`src/rtl/poliriscv_imem_loader.sv`:
```
// Boot loader: takes a length-prefixed, XOR-checksummed byte stream, writes little-endian
// words into instruction memory, and holds the core in reset until the checksum matches.
module poliriscv_imem_loader #(
    parameter int INSTRUCTIONS = 256,
    parameter int ADDR_W       = 8
) (
    input  logic              clk,
    input  logic              rst,
    input  logic              in_valid,
    input  logic [7:0]        in_data,
    output logic              in_ready,
    input  logic              reload,
    output logic              imem_we,
    output logic [ADDR_W-1:0] imem_addr,
    output logic [31:0]       imem_wdata,
    output logic              cpu_rst,
    output logic              done,
    output logic              error
);

    typedef enum logic [2:0] {LEN0, LEN1, DATA, CSUM, RUN, ERR} state_t;

    localparam logic [16:0] MAX_LEN = 17'(INSTRUCTIONS);

    state_t              r_state, w_next;
    logic [15:0]         r_len;
    logic [1:0]          r_byte_cnt;
    logic [15:0]         r_word_cnt;
    logic [7:0]          r_acc;
    logic [23:0]         r_word;
    logic                r_we;
    logic [ADDR_W-1:0]   r_addr;
    logic [31:0]         r_wdata;

    logic                w_fire;
    logic [15:0]         w_len_full;
    logic                w_last_word;
    logic                w_reload_ok;

    assign in_ready    = (r_state != RUN) && (r_state != ERR);
    assign w_fire      = in_valid && in_ready;
    assign w_len_full  = {in_data, r_len[7:0]};
    assign w_last_word = (r_byte_cnt == 2'd3) && (r_word_cnt == r_len - 16'd1);
    assign w_reload_ok = reload && ((r_state == RUN) || (r_state == ERR));

    assign imem_we    = r_we;
    assign imem_addr  = r_addr;
    assign imem_wdata = r_wdata;
    assign cpu_rst    = (r_state != RUN);
    assign done       = (r_state == RUN);
    assign error      = (r_state == ERR);

    always_ff @(posedge clk) begin
        if (rst) r_state <= LEN0;
        else     r_state <= w_next;
    end

    always_comb begin
        w_next = r_state;
        case (r_state)
            LEN0: if (w_fire) w_next = LEN1;
            LEN1: if (w_fire) begin
                if ({1'b0, w_len_full} > MAX_LEN) w_next = ERR;
                else if (w_len_full == 16'd0)     w_next = CSUM;
                else                              w_next = DATA;
            end
            DATA: if (w_fire && w_last_word) w_next = CSUM;
            CSUM: if (w_fire) w_next = (in_data == r_acc) ? RUN : ERR;
            RUN, ERR: if (reload) w_next = LEN0;
            default: w_next = LEN0;
        endcase
    end

    // Byte 3 goes straight from in_data into the write word, so only 24 bits are buffered.
    always_ff @(posedge clk) begin
        if (rst) begin
            r_len      <= '0;
            r_byte_cnt <= '0;
            r_word_cnt <= '0;
            r_acc      <= '0;
            r_word     <= '0;
            r_we       <= 1'b0;
            r_addr     <= '0;
            r_wdata    <= '0;
        end else begin
            r_we <= 1'b0;
            if (w_reload_ok) begin
                r_len      <= '0;
                r_byte_cnt <= '0;
                r_word_cnt <= '0;
                r_acc      <= '0;
            end else if (w_fire) begin
                if (r_state != CSUM) r_acc <= r_acc ^ in_data;
                case (r_state)
                    LEN0: r_len[7:0]  <= in_data;
                    LEN1: r_len[15:8] <= in_data;
                    DATA: begin
                        r_byte_cnt <= r_byte_cnt + 2'd1;
                        case (r_byte_cnt)
                            2'd0: r_word[7:0]   <= in_data;
                            2'd1: r_word[15:8]  <= in_data;
                            2'd2: r_word[23:16] <= in_data;
                            default: begin
                                r_we       <= 1'b1;
                                r_wdata    <= {in_data, r_word};
                                r_addr     <= r_word_cnt[ADDR_W-1:0];
                                r_word_cnt <= r_word_cnt + 16'd1;
                            end
                        endcase
                    end
                    default: ;
                endcase
            end
        end
    end

endmodule

```
`config.mk`:
```
export PLATFORM = sky130hd
export DESIGN_NAME = poliriscv_imem_loader
export DESIGN_NICKNAME = d
export VERILOG_FILES = /design/src/rtl/poliriscv_imem_loader.sv
export SDC_FILE = /design/constraint.sdc
export NUM_CORES = 1
export LEC_CHECK = 0
export CORE_AREA = 4 4 132 134
export CTS_CLUSTER_DIAMETER = 30
export DETAILED_ROUTE_END_ITERATION = 12
export DIE_AREA = 0 0 136 138
export MAX_ROUTING_LAYER = met4
export SYNTH_ARGS = -nofsm -noshare
export SYNTH_HDL_FRONTEND = slang
export SYNTH_SLANG_ARGS = --single-unit
export TNS_END_PERCENT = 1
```
`constraint.sdc`:
```
create_clock -name clk -period 3.25 [get_ports clk]
set_input_delay 0.4875 -clock clk [delete_from_list [all_inputs] [get_ports clk]]
set_output_delay 0.4875 -clock clk [all_outputs]
set_load 0.03 [all_outputs]
```
==> results.tsv <==
stage	metric	value	unit
placement	port_buffers	56	
floorplanning	core_area	16300	um^2
job	maxCapViolations	0	
timing	finalCritPeriodShare	78.5	%
floorplanning	die_h	138	um
timing	finalWorstSetupSlack	0.698	ns
finish	drive_gt1_share	5.37	%
clock_network	numCtsBuffers	9	
global_routing	track_usage	13.6	%
timing	hold_viol_final	0	
finish	diodes	0	
clock_network	holdBufCountCts	0	
logic_synthesis	synth.area.top_cells	dfxtp_1 46%, nand2_1 13%, a21oi_1 9.1%	
clock_network	htree_num_levels	3	
setup_path	cpMostUsedCell	nand2b_1	
logic_synthesis	syn_area	4830	um^2
placement	place_inst	857	
logic_synthesis	synth_most_common_cell	nand2_1	
finish	area_growth	21.7	%
timing	max_freq	0.392	GHz
logic_synthesis	ys_top_cells_by_count	165 x nand2_1, 110 x dfxtp_1, 88 x a21oi_1	
finish	fillers	1736	
placement	finalWeightedCongestion	0.842	
setup_path	critPathRequiredTime	2.76	ns
setup_path	crit_type	reg -> out	
pwr	power_leakage	0.00200	uW
placement	dp_slack	0.685	ns
finish	layout.nets	667	
clock_network	cts.path.max_buffers	2	
floorplanning	start_util	29.7	%
logic_synthesis	synth_top_area_share	45.6	%
logic_synthesis	synth_enable_flop_cells	0	
logic_synthesis	synth-seq-area-share	45.6	%
routing	vias	4122	
floorplanning	dieArea	18800	um^2
logic_synthesis	synth.distinct_cells	52	
floorplanning	rows	47	
clock_network	clkTransAtPathRegs	0.08	ns
logic_synthesis	yosys.area.top_type	dfxtp_1	
clock_network	cts_tree	built	
setup_path	crit_path_top_delay_cell	clkdlybuf4s50_1	
logic_synthesis	ys.flop_type	dfxtp_1	
setup_path	slowest_delay	0.68	ns
routing	first_pass_iters	4	
logic_synthesis	synth_fp_nets	631	
timing	hold_ws	0.453	ns
clock_network	postCtsSetupRepairBufs	0	
clock_network	clkLatencyLatePin	0.35	ns
routing	drt-total-wl	11800	um
pwr	ir_drop	0.278	mV
routing	viasPerCell	4.73	
logic_synthesis	ys_ff_latch	110	
setup_path	crit_fanout	11	
setup_path	cp-end-kind	output port	
routing	drc_errors	0	
global_routing	grt_pass1_vias	3936	
timing	drv_slew	0	
routing	ant_nets	0	
logic_synthesis	async_reset_ff_share	0	%
clock_network	clock-sinks	110	
setup_path	crit_chain	nand2b_1, nand2b_1, clkdlybuf4s50_1	
global_routing	grt_max_degree	69	
global_routing	antenna_found_initial	0	
timing	tightestPinTransition	0.880	ns
pwr	power_density	464	nW/um^2
timing	fin_skew	0.0103	ns
timing	relSlewSlack	40.9	%
logic_synthesis	avgSynthCellArea	7.90	um^2
finish	final_cells	872	
floorplanning	dieWidth	136	um
clock_network	ctsRootBufferMaster	clkbuf_16	
logic_synthesis	ys_warn_count	0	
setup_path	arrival	2.06	ns
logic_synthesis	syn_inst	612	
clock_network	ctsResizeCount	0	
hold_path	worstHoldPathType	reg -> reg	
run_status	status	completed	
placement	dpl.hpwl	8030	um
setup_path	cp-start-kind	register	
floorplanning	io_pins	57	
timing	period_needed	2.55	ns
global_routing	grt_first_pass_wirelength	20100	um
timing	rsz0062_at_grt	no	
timing	setup_viol	0	
global_routing	grt-ovfl-total	0	
routing	wl_per_cell	13.5	um
timing	tns	0	ns
routing	drtIter0Drc	342	
==> logic make-up (layout without fill, tap and decap cells) <==
group | after synthesis | count (layout) | share of synthesized area (%)
adder cells (fa/ha/maj) | 7 | 7 | 1.81
buffers and inverters | 54 | 94 | 4.27
AO/OA/AOI/OAI | 117 | 117 | 13.7
AND/OR/NAND/NOR | 277 | 277 | 26.1
multiplexers | 1 | 1 | 0.207
XOR/XNOR | 46 | 46 | 8.34
flip-flops | 110 | 110 | 45.6
==> critical path: cells and delay by family (launching register included) <==
kind                   cells  cell delay, ns
DFF                        1            0.50
buffers and inverters      1            0.68
and+or+nand+nor            2            0.54
==> cell type report <==
class,count,area [um^2],share of cell area (%)
clock buffer,11,233,3.96
sequential,110,2200,37.4
clock inverter,4,57.6,0.979
tap,220,275,4.68
timing repair buffer,68,646,11.0
inverter,11,41.3,0.702
multi-input combinational,448,2430,41.3
==> cells in the final DEF (no fill, tap or decap), types with 6 or more instances in the layout <==
cell / instances
clkdlybuf4s50_1: 55
inv_1: 11
o21ai_0: 7
nor3_1: 9
nand4_1: 6
nor2_1: 30
a21oi_1: 88
clkbuf_16: 9
ha_1: 7
xnor2_1: 16
or3_1: 8
xor2_1: 30
nand3_1: 30
dfxtp_1: 110
buf_4: 12
nand2_1: 165
==> through the flow <==
stage                     area (um^2)  utilization, %  power (uW)
after CTS                        5880            36.1        2760
after global placement           5590            34.3        1660
after floorplan                  4830               -        1590
after global routing             5880            36.1        2850
final                            5880            36.1        2730
after detailed placement         5590            34.3        1660
==> where the power goes <==
group	switching [uW]	total [uW]	internal, uW	leakage, uW
Clock	500	1100	601	0.000138
Sequential	27.1	1390	1370	0.000889
Combinational	140	234	94.0	0.000968
==> per-layer routing <==
layer  vias to the layer above  global-route usage, %  routed length [um]  share of wire (%)
met1                      1909                   19.0                5890                 50
met4                         0                   3.29                 104               0.88
met5                         -                      -                   0                  0
li1                       2130                      -                   -                  -
met2                        75                   19.3                5200                 44
met3                         8                   3.96                 604                5.1
==> registers in the layout (all words and copies together), names as in the netlist <==
register	flops
imem_wdata	32
r_word	24
r_len	16
r_word_cnt	16
imem_addr	8
r_acc	8
r_state	3
r_byte_cnt	2
imem_we	1
==> final timing paths <==
| path | slack [ns] | from | to | cells after the start |
|---|---|---|---|---|
| hold reg to reg | 0.45 | imem_wdata[2]$_SDFFE_PP0P_ | imem_wdata[2]$_SDFFE_PP0P_ | 2 |
| setup reg to reg | 1.01 | r_len[0]$_SDFFE_PP0P_ | r_state[0]$_SDFFE_PP0P_ | 8 |
| setup / recovery | 0.70 | r_state[1]$_SDFFE_PP0P_ | cpu_rst | 3 |
| hold / removal | 0.45 | imem_wdata[2]$_SDFFE_PP0P_ | imem_wdata[2]$_SDFFE_PP0P_ | 2 |
Power figures use the tool's default switching activity.
